==> src/rtl/hazard_pkg.sv <==
`default_nettype none
// ============================================================================
// Module      : hazard_pkg
// Description : Shared constants and types for the decode-stage hazard
//               controller: register address width, architectural register
//               count and the hard-wired zero register index.
// Revision    : 1.0  initial release
// ============================================================================
package hazard_pkg;

    localparam int REG_ADDR_W = 5;
    localparam int NUM_REGS   = 32;

    typedef logic [REG_ADDR_W-1:0] reg_addr_t;
    typedef logic [NUM_REGS-1:0]   reg_vec_t;

    localparam reg_addr_t X0 = 5'd0;

endpackage : hazard_pkg
`default_nettype wire

==> src/rtl/hazard_detection_unit_if.sv <==
`default_nettype none
// ============================================================================
// Module      : hazard_detection_unit_if
// Description : Bundle of pipeline-side signals seen by the hazard controller.
//               master : pipeline side (drives decode/EX/long-unit status,
//                        receives stall/flush controls and Busy)
//               slave  : hazard_detection_unit
//               Stall_Count exists only when HAZARD_STALL_CNT_EN is defined.
// Revision    : 1.0  initial release
// ============================================================================
interface hazard_detection_unit_if;
    import hazard_pkg::*;

    // Decode-stage instruction
    reg_addr_t IF_ID_RS1;
    reg_addr_t IF_ID_RS2;
    logic      IF_ID_UsesRS1;
    logic      IF_ID_UsesRS2;
    reg_addr_t IF_ID_RD;
    logic      IF_ID_RegWrite;
    logic      IF_ID_IsLong;
    // Execute-stage instruction
    logic      ID_EX_MemRead;
    reg_addr_t ID_EX_RD;
    logic      EX_LongIssue;
    // Long-latency unit status
    logic      Long_Ready;
    logic      Long_Done;
    reg_addr_t Long_RD;
    // Control flow
    logic      Branch_Taken;
    // Controls back to the pipeline
    logic      PCWrite;
    logic      IF_ID_Write;
    logic      ID_EX_Bubble;
    logic      IF_ID_Flush;
    reg_vec_t  Busy;
`ifdef HAZARD_STALL_CNT_EN
    logic [31:0] Stall_Count;
`endif

    modport master (
        output IF_ID_RS1, IF_ID_RS2, IF_ID_UsesRS1, IF_ID_UsesRS2,
               IF_ID_RD, IF_ID_RegWrite, IF_ID_IsLong,
               ID_EX_MemRead, ID_EX_RD, EX_LongIssue,
               Long_Ready, Long_Done, Long_RD, Branch_Taken,
        input  PCWrite, IF_ID_Write, ID_EX_Bubble, IF_ID_Flush, Busy
`ifdef HAZARD_STALL_CNT_EN
        , input Stall_Count
`endif
    );

    modport slave (
        input  IF_ID_RS1, IF_ID_RS2, IF_ID_UsesRS1, IF_ID_UsesRS2,
               IF_ID_RD, IF_ID_RegWrite, IF_ID_IsLong,
               ID_EX_MemRead, ID_EX_RD, EX_LongIssue,
               Long_Ready, Long_Done, Long_RD, Branch_Taken,
        output PCWrite, IF_ID_Write, ID_EX_Bubble, IF_ID_Flush, Busy
`ifdef HAZARD_STALL_CNT_EN
        , output Stall_Count
`endif
    );

endinterface : hazard_detection_unit_if
`default_nettype wire

==> src/rtl/hazard_detection_unit_scoreboard.sv <==
`default_nettype none
// ============================================================================
// Module      : reg_scoreboard
// Description : Per-register busy bits for results still in flight on the
//               long-latency unit.
//   clk       in   pipeline clock
//   rst       in   synchronous active-low reset, clears every bit
//   set_en    in   mark set_addr busy at the next edge
//   set_addr  in   register to mark
//   clr_en    in   release clr_addr at the next edge
//   clr_addr  in   register to release
//   busy      out  busy vector, bit 0 always 0
// Revision    : 1.0  initial release
// ============================================================================
module reg_scoreboard
    import hazard_pkg::*;
(
    input  wire logic      clk,
    input  wire logic      rst,
    input  wire logic      set_en,
    input  wire reg_addr_t set_addr,
    input  wire logic      clr_en,
    input  wire reg_addr_t clr_addr,
    output reg_vec_t       busy
);

    reg_vec_t r_busy;
    reg_vec_t w_busy_nxt;

    always_comb begin
        w_busy_nxt = r_busy;
        // Clear first so a same-cycle set of the same register wins.
        if (clr_en) begin
            w_busy_nxt[clr_addr] = 1'b0;
        end
        if (set_en) begin
            w_busy_nxt[set_addr] = 1'b1;
        end
        // x0 is never a real destination.
        w_busy_nxt[X0] = 1'b0;
    end

    always_ff @(posedge clk) begin
        if (!rst) begin
            r_busy <= '0;
        end else begin
            r_busy <= w_busy_nxt;
        end
    end

    assign busy = r_busy;

endmodule : reg_scoreboard
`default_nettype wire

==> src/rtl/hazard_detection_unit.sv <==
`default_nettype none
// ============================================================================
// Module      : hazard_detection_unit
// Description : Decode-stage stall/flush controller. Detects load-use,
//               read/write of registers pending on the long unit, the long
//               unit structural hazard and taken-branch flush, and drives
//               PC / IF_ID enables, ID_EX bubble and IF_ID flush.
//   clk   in   pipeline clock
//   rst   in   synchronous active-low reset
//   bus   slave modport of hazard_detection_unit_if (all pipeline signals,
//         Busy vector, and Stall_Count when enabled)
// Optional    : HAZARD_STALL_CNT_EN adds the saturating Stall_Count counter.
// Revision    : 1.0  initial release
// ============================================================================
module hazard_detection_unit
    import hazard_pkg::*;
(
    input  wire logic               clk,
    input  wire logic               rst,
    hazard_detection_unit_if.slave  bus
);

    reg_vec_t w_busy;
    logic     w_load_use;
    logic     w_raw_busy;
    logic     w_waw_busy;
    logic     w_struct;
    logic     w_stall;
    logic     w_issue_set;

    assign w_issue_set = bus.EX_LongIssue && (bus.ID_EX_RD != X0);

    reg_scoreboard u_scoreboard (
        .clk      (clk),
        .rst      (rst),
        .set_en   (w_issue_set),
        .set_addr (bus.ID_EX_RD),
        .clr_en   (bus.Long_Done),
        .clr_addr (bus.Long_RD),
        .busy     (w_busy)
    );

    // Loaded value is not forwardable until it leaves MEM: one bubble.
    assign w_load_use = bus.ID_EX_MemRead && (bus.ID_EX_RD != X0) &&
                        ((bus.IF_ID_UsesRS1 && (bus.IF_ID_RS1 == bus.ID_EX_RD)) ||
                         (bus.IF_ID_UsesRS2 && (bus.IF_ID_RS2 == bus.ID_EX_RD)));

    assign w_raw_busy = (bus.IF_ID_UsesRS1 && w_busy[bus.IF_ID_RS1]) ||
                        (bus.IF_ID_UsesRS2 && w_busy[bus.IF_ID_RS2]);

    // A later writer must not overtake the pending long-op writeback.
    assign w_waw_busy = bus.IF_ID_RegWrite && (bus.IF_ID_RD != X0) &&
                        w_busy[bus.IF_ID_RD];

    assign w_struct   = bus.IF_ID_IsLong && !bus.Long_Ready;

    assign w_stall    = w_load_use || w_raw_busy || w_waw_busy || w_struct;

    always_comb begin
        bus.PCWrite      = 1'b1;
        bus.IF_ID_Write  = 1'b1;
        bus.ID_EX_Bubble = 1'b0;
        bus.IF_ID_Flush  = 1'b0;
        if (bus.Branch_Taken) begin
            // Wrong-path instruction in decode is squashed, so its stall is moot.
            bus.IF_ID_Flush  = 1'b1;
            bus.ID_EX_Bubble = 1'b1;
        end else if (w_stall) begin
            bus.PCWrite      = 1'b0;
            bus.IF_ID_Write  = 1'b0;
            bus.ID_EX_Bubble = 1'b1;
        end
    end

    assign bus.Busy = w_busy;

`ifdef HAZARD_STALL_CNT_EN
    logic [31:0] r_stall_count;

    always_ff @(posedge clk) begin
        if (!rst) begin
            r_stall_count <= '0;
        end else if (w_stall && !bus.Branch_Taken && (r_stall_count != 32'hFFFF_FFFF)) begin
            r_stall_count <= r_stall_count + 32'd1;
        end
    end

    assign bus.Stall_Count = r_stall_count;
`endif

endmodule : hazard_detection_unit
`default_nettype wire

==> src/flat_wrapper.sv <==
// flat-port wrapper written by rule: the top's interface ports become plain ports
module hazard_detection_unit_flat import hazard_pkg::*;
  (clk, rst, bus_IF_ID_RS1, bus_IF_ID_RS2, bus_IF_ID_UsesRS1, bus_IF_ID_UsesRS2, bus_IF_ID_RD, bus_IF_ID_RegWrite, bus_IF_ID_IsLong, bus_ID_EX_MemRead, bus_ID_EX_RD, bus_EX_LongIssue, bus_Long_Ready, bus_Long_Done, bus_Long_RD, bus_Branch_Taken, bus_PCWrite, bus_IF_ID_Write, bus_ID_EX_Bubble, bus_IF_ID_Flush, bus_Busy);
  hazard_detection_unit_if bus_i ();
  input  wire logic clk;
  input  wire logic rst;
  input wire logic [$bits(bus_i.IF_ID_RS1)-1:0] bus_IF_ID_RS1;
  input wire logic [$bits(bus_i.IF_ID_RS2)-1:0] bus_IF_ID_RS2;
  input wire logic [$bits(bus_i.IF_ID_UsesRS1)-1:0] bus_IF_ID_UsesRS1;
  input wire logic [$bits(bus_i.IF_ID_UsesRS2)-1:0] bus_IF_ID_UsesRS2;
  input wire logic [$bits(bus_i.IF_ID_RD)-1:0] bus_IF_ID_RD;
  input wire logic [$bits(bus_i.IF_ID_RegWrite)-1:0] bus_IF_ID_RegWrite;
  input wire logic [$bits(bus_i.IF_ID_IsLong)-1:0] bus_IF_ID_IsLong;
  input wire logic [$bits(bus_i.ID_EX_MemRead)-1:0] bus_ID_EX_MemRead;
  input wire logic [$bits(bus_i.ID_EX_RD)-1:0] bus_ID_EX_RD;
  input wire logic [$bits(bus_i.EX_LongIssue)-1:0] bus_EX_LongIssue;
  input wire logic [$bits(bus_i.Long_Ready)-1:0] bus_Long_Ready;
  input wire logic [$bits(bus_i.Long_Done)-1:0] bus_Long_Done;
  input wire logic [$bits(bus_i.Long_RD)-1:0] bus_Long_RD;
  input wire logic [$bits(bus_i.Branch_Taken)-1:0] bus_Branch_Taken;
  output wire logic [$bits(bus_i.PCWrite)-1:0] bus_PCWrite;
  output wire logic [$bits(bus_i.IF_ID_Write)-1:0] bus_IF_ID_Write;
  output wire logic [$bits(bus_i.ID_EX_Bubble)-1:0] bus_ID_EX_Bubble;
  output wire logic [$bits(bus_i.IF_ID_Flush)-1:0] bus_IF_ID_Flush;
  output wire logic [$bits(bus_i.Busy)-1:0] bus_Busy;
  assign bus_i.IF_ID_RS1 = bus_IF_ID_RS1;
  assign bus_i.IF_ID_RS2 = bus_IF_ID_RS2;
  assign bus_i.IF_ID_UsesRS1 = bus_IF_ID_UsesRS1;
  assign bus_i.IF_ID_UsesRS2 = bus_IF_ID_UsesRS2;
  assign bus_i.IF_ID_RD = bus_IF_ID_RD;
  assign bus_i.IF_ID_RegWrite = bus_IF_ID_RegWrite;
  assign bus_i.IF_ID_IsLong = bus_IF_ID_IsLong;
  assign bus_i.ID_EX_MemRead = bus_ID_EX_MemRead;
  assign bus_i.ID_EX_RD = bus_ID_EX_RD;
  assign bus_i.EX_LongIssue = bus_EX_LongIssue;
  assign bus_i.Long_Ready = bus_Long_Ready;
  assign bus_i.Long_Done = bus_Long_Done;
  assign bus_i.Long_RD = bus_Long_RD;
  assign bus_i.Branch_Taken = bus_Branch_Taken;
  assign bus_PCWrite = bus_i.PCWrite;
  assign bus_IF_ID_Write = bus_i.IF_ID_Write;
  assign bus_ID_EX_Bubble = bus_i.ID_EX_Bubble;
  assign bus_IF_ID_Flush = bus_i.IF_ID_Flush;
  assign bus_Busy = bus_i.Busy;
  hazard_detection_unit u_core (.clk(clk), .rst(rst), .bus(bus_i));
endmodule
==> config.mk <==
export PLATFORM = sky130hd
export DESIGN_NAME = hazard_detection_unit_flat
export DESIGN_NICKNAME = d
export VERILOG_FILES = /design/src/rtl/hazard_pkg.sv /design/src/rtl/hazard_detection_unit_if.sv /design/src/rtl/hazard_detection_unit_scoreboard.sv /design/src/rtl/hazard_detection_unit.sv /design/src/flat_wrapper.sv
export SDC_FILE = /design/constraint.sdc
export NUM_CORES = 1
export LEC_CHECK = 0
export CORE_MARGIN = 4
export CORE_UTILIZATION = 51
export CTS_CLUSTER_SIZE = 12
export DETAILED_ROUTE_END_ITERATION = 10
export GPL_TIMING_DRIVEN = 1
export PLACE_DENSITY_LB_ADDON = 0.12
export SKIP_CTS_REPAIR_TIMING = 1
export SYNTH_ARGS = -nofsm -noshare
export SYNTH_HDL_FRONTEND = slang
export SYNTH_SLANG_ARGS = --single-unit
==> constraint.sdc <==
create_clock -name clk -period 8.2 [get_ports clk]
set_clock_uncertainty 0.15 [all_clocks]
set_input_delay 2.46 -clock clk [delete_from_list [all_inputs] [get_ports clk]]
set_output_delay 2.46 -clock clk [all_outputs]
set_load 0.1 [all_outputs]
Yosys cells after proc, flatten, opt, wreduce, memory -nomap -nowiden

Index checks and enable logic that the tools add are counted.

Bits in registers: 32
Bits of input ports: 36
Output and inout port bits: 36

$lt $le $gt $ge: 7
Equality and inequality tests: 2
Muxes and demuxes: 17
Bitwise logic cells: 3
Reduce and logical (&&, ||, !) cells: 20

Operator list:

| kind                                                                                 | number |
|---|---|
| 32-bit two-way mux                                                                   | 2 |
| 32-bit bitwise AND                                                                   | 1 |
| 32-bit NOT                                                                           | 1 |
| 32-bit bitwise OR                                                                    | 1 |
| 5-bit by 6-bit < comparator with 1-bit output (second input constant)                | 5 |
| 1-bit binary-select mux with 5-bit select                                            | 3 |
| 1-bit logical AND                                                                    | 12 |
| 1-bit demux with 5-bit select                                                        | 2 |
| 5-bit equality test                                                                  | 2 |
| 5-bit by 1-bit greater-or-equal comparator with 1-bit output (second input constant) | 2 |
| 1-bit two-way mux                                                                    | 10 |
| 5-bit nonzero test                                                                   | 2 |
| 1-bit logical OR                                                                     | 5 |
| 1-bit logical NOT                                                                    | 1 |

Logic depth before layout (Yosys ltp)

Gate-level depths: netlist (run 1).

Depth after elaboration: 9
Depth in mapped cells: 8

Modules after synthesis

Synthesis (run 1) repeated with hierarchy kept, for this count alone.

Cell total of the unflattened synthesis: 228
Area, all modules: 2,354.8 um2

Modules (own cells, without submodules):

| module                | times used | cells each | area each (um2) |
|---|---|---|---|
| reg_scoreboard        | 1          | 134        | 1,297.5 |
| hazard_detection_unit | 1          | 94         | 1,057.3 |

Worst setup path after synthesis (run 1)

No wires, ideal clock.

Kind: input to output
From: input bus_IF_ID_RS1[0]
To: output bus_PCWrite
Arrival: 7.697 ns
Data required time: 5.590 ns
Slack: -2.107 ns
Stages on the path: 6
Cell sequence: buf_6 mux4_2 o211a_1 or4_4 o41ai_1 buf_4

Cells in the longest elaborated chain, start to end: 9
Elaborated cells between the ends (all ways): 13
Those cells by class: 1 x eq/ne; 4 x mux; 8 x reduce/logical

Ends and longest elaborated chain:

| what                                                                             | line                                                     | text |
|---|---|---|
| from (decl)                                                                      | flat_wrapper.sv:7                                        | `input wire logic [$bits(bus_i.IF_ID_RS1)-1:0] bus_IF_ID_RS1;` |
| 1-bit binary-select mux with 5-bit select or 5-bit equality test (tied branches) | hazard_detection_unit.sv:48, hazard_detection_unit.sv:45 |  |
| 1-bit two-way mux (not written as such) or 1-bit logical AND (tied branches)     | hazard_detection_unit.sv:48, hazard_detection_unit.sv:45 |  |
| 1-bit logical AND or 1-bit logical OR (tied branches)                            | hazard_detection_unit.sv:48, hazard_detection_unit.sv:45 |  |
| 1-bit logical OR or 1-bit logical AND (tied branches)                            | hazard_detection_unit.sv:48, hazard_detection_unit.sv:44 |  |
| 1-bit logical OR (*) (3 in a row)                                                | hazard_detection_unit.sv:57                              | `assign w_stall = w_load_use \|\| w_raw_busy \|\| w_waw_busy \|\| w_struct;` |
| 1-bit two-way mux (*) (2 in a row)                                               | --                                                       |  |
| to (decl)                                                                        | flat_wrapper.sv:21                                       | `output wire logic [$bits(bus_i.PCWrite)-1:0] bus_PCWrite;` |

Every way passes the cells marked *; elsewhere a longest branch is shown, timed or not. The select of a mux whose other input is x is not followed.

Worst setup path in the final report (run 1)

From: input bus_IF_ID_RS1[0]
To: output bus_ID_EX_Bubble

Cells in the longest elaborated chain, start to end: 9
Elaborated cells between the ends (all ways): 13
Those cells by class: 1 x eq/ne; 4 x mux; 8 x reduce/logical

Ends and longest elaborated chain:

| what                                                                             | line                                                     | text |
|---|---|---|
| 1-bit binary-select mux with 5-bit select or 5-bit equality test (tied branches) | hazard_detection_unit.sv:48, hazard_detection_unit.sv:45 |  |
| 1-bit two-way mux (not written as such) or 1-bit logical AND (tied branches)     | hazard_detection_unit.sv:48, hazard_detection_unit.sv:45 |  |
| 1-bit logical AND or 1-bit logical OR (tied branches)                            | hazard_detection_unit.sv:48, hazard_detection_unit.sv:45 |  |
| 1-bit logical OR or 1-bit logical AND (tied branches)                            | hazard_detection_unit.sv:48, hazard_detection_unit.sv:44 |  |
| 1-bit logical OR (*) (3 in a row)                                                | hazard_detection_unit.sv:57                              |  |
| 1-bit two-way mux (*)                                                            | hazard_detection_unit.sv:68                              | `end else if (w_stall) begin` |
| 1-bit two-way mux (*)                                                            | hazard_detection_unit.sv:64                              | `if (bus.Branch_Taken) begin` |
| to (decl)                                                                        | flat_wrapper.sv:23                                       | `output wire logic [$bits(bus_i.ID_EX_Bubble)-1:0] bus_ID_EX_Bubble;` |

Marks and branches as above.

==> impl_results.md, run 1 <==
- Met3 wire length: around 750 microns
- DR WL met2: 3.783 mm
- Synth Cell Area: about 0.0024 sq mm
- Routed len/inst: 19.82 microns
- Inst Count DP: around 380
- Routed WL: roughly 7.6 mm
- Critical Path AT: roughly 5.3 ns
- Startpoint types: input pin
- Worst-Margin Slew: 1.004 ns
- Core area: about 0.0044 sq mm
- M1 wire length: 3.005 mm
- CP Buf/Inv Count: 2
- Outcome: complete, no violations
- WS Path Type: in2out
- Reg-to-reg endpoint: u_core.u_scoreboard.busy[26]$_SDFF_PN0_
- N_diodes: 0
- Synth top area share: 0.2590
- Port bufs: 70
- Initial drt markers: roughly 200
- Number of synthesized register bits: 31
- DIE HEIGHT: 76.54 microns
- Hold EP: u_core.u_scoreboard.busy[11]$_SDFF_PN0_
- Sequential power share: 0.390
- Largest net degree at the start of global routing: 32
- Die Wd: between 70 and 80 microns
- Htree depth: 2
- Dpl cell area: approximately 0.0031 sq mm
- Area grow syn2layout: 35.14%
- NetSw: 0.0001230 W
- Total Die Area: between 0.005 and 0.006 sq mm
- Most used DFF post-synth: dfxtp_1
- Cell variety after synth: 45
- R2r startpoint: u_core.u_scoreboard.busy[26]$_SDFF_PN0_
- Final Instance Area: about 0.0032 sq mm
- DR vias/cell: about 6.3
- Synth area leader: dfxtp_1
- Minimum clock period: 7.912 ns
- EDFF count, synth: 0
- Max Slew Vio Count: 0
- Post-Syn Area per Cell: between 8 and 9 sq um
- First-pass GRT wire length: approximately 12 mm
- RSZ-0062 raised after global routing: no
- CP Capture Type: primary output
- Pwr per Cell Area: 123.0 mW/mm^2
- IO Pins: a little over 70
- Final #Nets: 367
- Initial antenna violation count: 0
- Post-Syn Instances: 270
- Number of remaining DRC errors: 0
- Post-DP HPWL: about 5.7 mm
- Switch share: 0.3087
- Clock-pin slew on the worst setup and hold paths: roughly 0.06 ns
- Critical-path cell list: clkdlybuf4s50_1 > mux4_2 > o211a_1 > or4_4 > nor2_1 > or4b_1 > buf_12
- Peak VDD IR: roughly 0.10 mV
- Hold crit path type: reg2reg
- Dominant cells by area after synthesis: dfxtp_1 (26%), mux4_2 (15%), a21boi_0 (9.7%)
- Max Root-Sink Buffers: 2
- Comb power frac: 0.282
- Relative slew margins: 0.3293
- Layout cell share with drive strength beyond 1: 0.1265
- Warnings from Yosys: 0
- Final period utilization: 0.9648
- R2r worst-path depth: 2
- Count of final hold-check violations: 0
- WP data required: ~5.6 ns
- Clock sinks: 31
- FMAX: ~0.13 GHz
- Worst reg2reg setup slack: about 7.2 ns
- DRT Pass-1 Iters: 4
- Pleak: 1.135 nW
- CTS tree: built
- Count leader, synth: nand2_1
- Vias in the first global route: approximately 2400
- Routed Antenna Nets: 0
- Synth async-reset ratio: 0
- Worst-Skew Late Latency: around 0.27 ns
- P_int: 0.0002754 W
- Max-cap viol count: 0
- Worst-path maximum fanout: 9
- Vias: between 2000 and 2500
- Layout Cells excl Fill: roughly 380
- Grt total ovfl: 0
- Row cnt: 24
- Slowest library cell on the worst path: clkdlybuf4s50_1
- GRT Resource Usage Total: 0.2612
- Mapped Nets: 306
- Seq/Total Area, Yosys: 0.2590
- Top routing layer used: met4
- CTS Buf Count: 5
- Initial Utilization: 0.5391
- Top cells by count, synth: nand2_1 (44), o21ai_0 (32), a21boi_0 (31), dfxtp_1 (31), mux4_2 (16)
- Hold-critical path depth: 2
- HP Start: u_core.u_scoreboard.busy[11]$_SDFF_PN0_
- Clock root buffer: clkbuf_8
- CP delay by family, top: simple AND/OR/NAND/NOR gates
- Final setup vio count: 0
- Max stage delay on crit path: 0.73 ns
- RePlAce Congestion: roughly 0.92
- Largest register FFs: 31
- Clk network pwr share: 0.328
- Setup tns final: 0 ns
-- worst register-to-register path: stages, from the launching register on --
cell,delay (ns)
dfxtp_1,0.46
o21ai_0,0.14
a21boi_0,0.18
-- final cells by class --
class	count	area, sq um
inverter	4	15.01
multi-input combinational	214	1669
sequential	31	620.6
fill	330	1206
clock buffer	8	100.1
timing repair buffer	75	768.2
tap	52	65.06
-- cell usage in the layout, fill, tap and decap left out, types with 2 or more instances in the layout --
master and n:
nand3_1 5, and3_1 2, nor2b_1 2, mux4_2 16
buf_4 5, nand3b_1 7, buf_12 3, clkdlybuf4s50_1 67
nor3_1 2, dfxtp_1 31, a21oi_1 2, nand4_1 2
mux2_2 3, mux2i_1 13, or3b_2 2, nor3b_1 5
clkbuf_8 7, inv_1 4, and2b_2 2, and3b_1 4
nor2_1 9, nand2_1 44, a21boi_0 31, o21ai_0 32
xnor2_1 10, mux4_1 2
-- stage by stage --
stage / utilization / hold slack (ns) / power (W) / setup slack, ns
2_1_floorplan: - / 0.8046 / 0.0002303 / 0.1007
3_3_place_gp: 0.7061 / 0.3800 / 0.0002688 / 0.3069
3_5_place_dp: 0.7061 / 0.3906 / 0.0002702 / 0.2781
4_1_cts: 0.7286 / 0.3990 / 0.0003978 / 0.2752
5_1_grt: 0.7286 / 0.4375 / 0.0004121 / 0.1623
6_report: 0.7286 / 0.4096 / 0.0003984 / 0.2883
-- power groups by stage --
stage | logic [W] | registers, W | clock network, W
after floorplan | 0.0000588 | 0.000171 | 0
after global placement | 0.000110 | 0.000159 | 0
after detailed placement | 0.000111 | 0.000159 | 0
after CTS | 0.000112 | 0.000155 | 0.000131
after global routing | 0.000118 | 0.000156 | 0.000138
final | 0.000112 | 0.000156 | 0.000131
-- how the worst max path moves through the flow --
stage / startpoint / cells past startpoint / end / slack [ns]
6_report: bus_IF_ID_RS1[0] / 7 / bus_ID_EX_Bubble / 0.29
5_1_grt: bus_IF_ID_RS1[0] / 7 / bus_ID_EX_Bubble / 0.16
4_1_cts: bus_IF_ID_RS1[0] / 7 / bus_ID_EX_Bubble / 0.28
3_5_place_dp: bus_IF_ID_RS1[0] / 7 / bus_ID_EX_Bubble / 0.28
3_3_place_gp: bus_IF_ID_RS1[0] / 7 / bus_ID_EX_Bubble / 0.31
2_1_floorplan: bus_IF_ID_RS1[0] / 6 / bus_PCWrite / 0.10
-- layer usage --
| layer | vias to the layer above | GRT usage |
|---|---|---|
| li1 | 1118 | - |
| met1 | 1181 | 0.3319 |
| met2 | 123 | 0.4552 |
| met3 | 8 | 0.05437 |
| met4 | 0 | 0.05616 |
| met5 | - | 0 |
-- kinds of logic (layout without fill, tap and decap cells) --
kind of cell / count (synthesis) / in the layout / synth area share
AND/OR/NAND/NOR: 92 / 92 / 0.2016
flip-flops: 31 / 31 / 0.2590
XOR/XNOR: 10 / 10 / 0.03655
AO/OA/AOI/OAI: 77 / 77 / 0.2084
other: 1 / 1 / 0.001565
buffers and inverters: 25 / 87 / 0.05222
multiplexers: 34 / 34 / 0.2407
No activity file was read; power rests on OpenSTA's default activity.
==> inputs of run 2 (changes only) <==
CORE_MARGIN = 2   (was 4)
HOLD_SLACK_MARGIN = 0.02   (was default)
==> impl_results.md, run 2 (synthesized netlist as in run 1, its figures left out) <==
- Max Root-Sink Buffers: 2 (unchanged)
- Routed len/inst: 19.52 microns (-1.5%)
- Die Wd: 72.54 microns (-5.2%)
- Hold crit path type: reg2reg
- Core Util, Final: 0.7309 (+0.002252)
- Largest register FFs: 31 (unchanged)
- Slowest library cell on the worst path: clkdlybuf4s50_1
- CP Capture Type: primary output
- WS Path Type: in2out
- Minimum clock period: 7.943 ns (+0.03170 ns)
- Post-DP HPWL: 5.575 mm (-2.9%)
- Worst-Skew Late Latency: 0.28 ns (about the same)
- Met3 usage: 0.05139 (-0.002985)
- Clk network pwr share: 0.369 (+0.041)
- CP delay by family, top: simple AND/OR/NAND/NOR gates
- Initial Utilization: 0.5391 (unchanged)
- Layout cell share with drive strength beyond 1: 0.1269 (+0.0003822)
- First-pass GRT wire length: 11.98 mm (-4.1%)
- Max-cap viol count: 0 (unchanged)
- Final #Nets: 366 (-0.27%)
- Critical-path cell list: clkdlybuf4s50_1 > mux4_2 > o211a_1 > or4_4 > nor2_1 > or4b_1 > buf_12
- Area of the multi-input gates: 0.001669 sq mm (unchanged)
- Initial antenna violation count: 0 (unchanged)
- Worst-path maximum fanout: 9 (unchanged)
- Clock-pin slew on the worst setup and hold paths: 0.06 ns (about the same)
- Comb power frac: 0.264 (-0.018)
- Worst reg2reg setup slack: 7.16 ns (-0.05 ns)
- Max Slew Vio Count: 0 (unchanged)
- DRT Pass-1 Iters: 4 (unchanged)
- Met2 Resource Use GR: 0.4869 (+0.03168)
- IO Pins: 72 (unchanged)
- Outcome: complete, no violations
- Clock root buffer: clkbuf_8
- RSZ-0062 raised after global routing: no
- DR vias/cell: 6.235 (-1.5%)
- Met1 Use GR: 0.3917 (+0.05983)
- Final setup vio count: 0 (unchanged)
- GRT Max-Usage Layer: met2
- Core area: 0.004444 sq mm (unchanged)
- Grt total ovfl: 0 (unchanged)
- Routed WL: 7.476 mm (-1.8%)
- Htree depth: 2 (unchanged)
- N_diodes: 0 (unchanged)
- Peak VDD IR: 0.1668 mV (+63%)
- Setup tns final: 0 ns (unchanged)
- Commonest non-fill, non-tap cell in the layout: clkdlybuf4s50_1
- Largest net degree at the start of global routing: 32 (unchanged)
- P_int: 0.0002967 W (+7.7%)
- Most frequent cells in the layout: clkdlybuf4s50_1 (67), nand2_1 (44), o21ai_0 (32)
- Number of remaining DRC errors: 0 (unchanged)
- Port bufs: 70 (unchanged)
- Row cnt: 24 (unchanged)
- Clock sinks: 31 (unchanged)
- Area grow syn2layout: 35.56%
- Routed Antenna Nets: 0 (unchanged)
- FMAX: 0.1259 GHz (-0.40%)
- Count of final hold-check violations: 0 (unchanged)
- WP data required: 5.59 ns (about the same)
- Max stage delay on crit path: 0.73 ns (about the same)
- Switch share: 0.2993 (-0.009409)
- Initial drt markers: 194 (-1.5%)
- Pleak: 1.139 nW (+0.43%)
- Levels on crit path: 7 (unchanged)
- Pwr per Cell Area: 130.4 mW/mm^2 (+6.0%)
- CP Buf/Inv Count: 2 (unchanged)
- Hold-critical path depth: 2 (unchanged)
- Worst-Margin Slew: 0.9841 ns (-0.01974 ns)
- GRT Resource Usage Total: 0.2966 (+0.03538)
- CTS tree: built
- Startpoint types: input pin
- Final period utilization: 0.9687 (+0.003865)
- FF+latch area: 620.6 sq um (unchanged)
- Critical Path AT: 5.33 ns (+0.03 ns)
- Fillers: 359 (+8.8%)
- Sequential power share: 0.367 (-0.023)
- DIE HEIGHT: 72.54 microns (-5.2%)
- Relative slew margins: 0.3419 (+0.01255)
- Vias in the first global route: 2361 (-2.7%)
- CTS Buf Count: 5 (unchanged)
- RePlAce Congestion: 0.9331 (+0.97%)
- Vias: 2388 (-1.7%)
- NetSw: 0.0001267 W (+3.1%)
- Total Die Area: 0.005262 sq mm (-10%)
- R2r worst-path depth: 2 (unchanged)
run 2: power by group through the flow:
stage               combinational (W)  sequential [W]  clock, W
global route                 0.000118        0.000156  0.000165
detailed placement           0.000111        0.000159         0
floorplan                   0.0000588        0.000171         0
CTS                          0.000111        0.000155  0.000158
global placement             0.000110        0.000159         0
finish                       0.000112        0.000155  0.000156
run 2: worst reg2reg max path: stages (launching register included):
cell	delay, ns
dfxtp_1	0.44
o21ai_0	0.15
a21boi_0	0.22
run 2: path summary, 6_finish.rpt:
kind | end | start
max | bus_ID_EX_Bubble | bus_IF_ID_RS1[0]
min | u_core.u_scoreboard.busy[3]$_SDFF_PN0_ | u_core.u_scoreboard.busy[3]$_SDFF_PN0_
max reg2reg | u_core.u_scoreboard.busy[22]$_SDFF_PN0_ | u_core.u_scoreboard.busy[22]$_SDFF_PN0_
min reg2reg | u_core.u_scoreboard.busy[3]$_SDFF_PN0_ | u_core.u_scoreboard.busy[3]$_SDFF_PN0_
run 2: layout make-up:
cell class	instances	share of cell area
Multi-Input combinational cell	214	0.5139
Timing Repair Buffer	74	0.2342
Sequential cell	31	0.1911
Clock buffer	6	0.02542
Tap cell	52	0.02003
Clock inverter	2	0.01079
Inverter	4	0.004622
run 2: metal layers:
metal  part of all wire  vias to the layer above
li1                   -                     1121
met1               0.41                     1127
met2               0.49                      120
met3              0.079                       20
met4              0.022                        0
met5                  0                        -
run 2: per-stage QoR:
stage	instance area, sq um	total power, W	hold WS, ns	setup slack, ns	instances
after detailed placement	3131	0.0002696	0.3833	0.2527	375
final	3248	0.0004235	0.3984	0.2566	383
after global placement	3131	0.0002686	0.3786	0.2972	375
after floorplan	2415	0.0002303	0.8046	0.1007	270
after global routing	3248	0.0004381	0.4367	0.1600	383
after CTS	3248	0.0004249	0.3938	0.2444	383
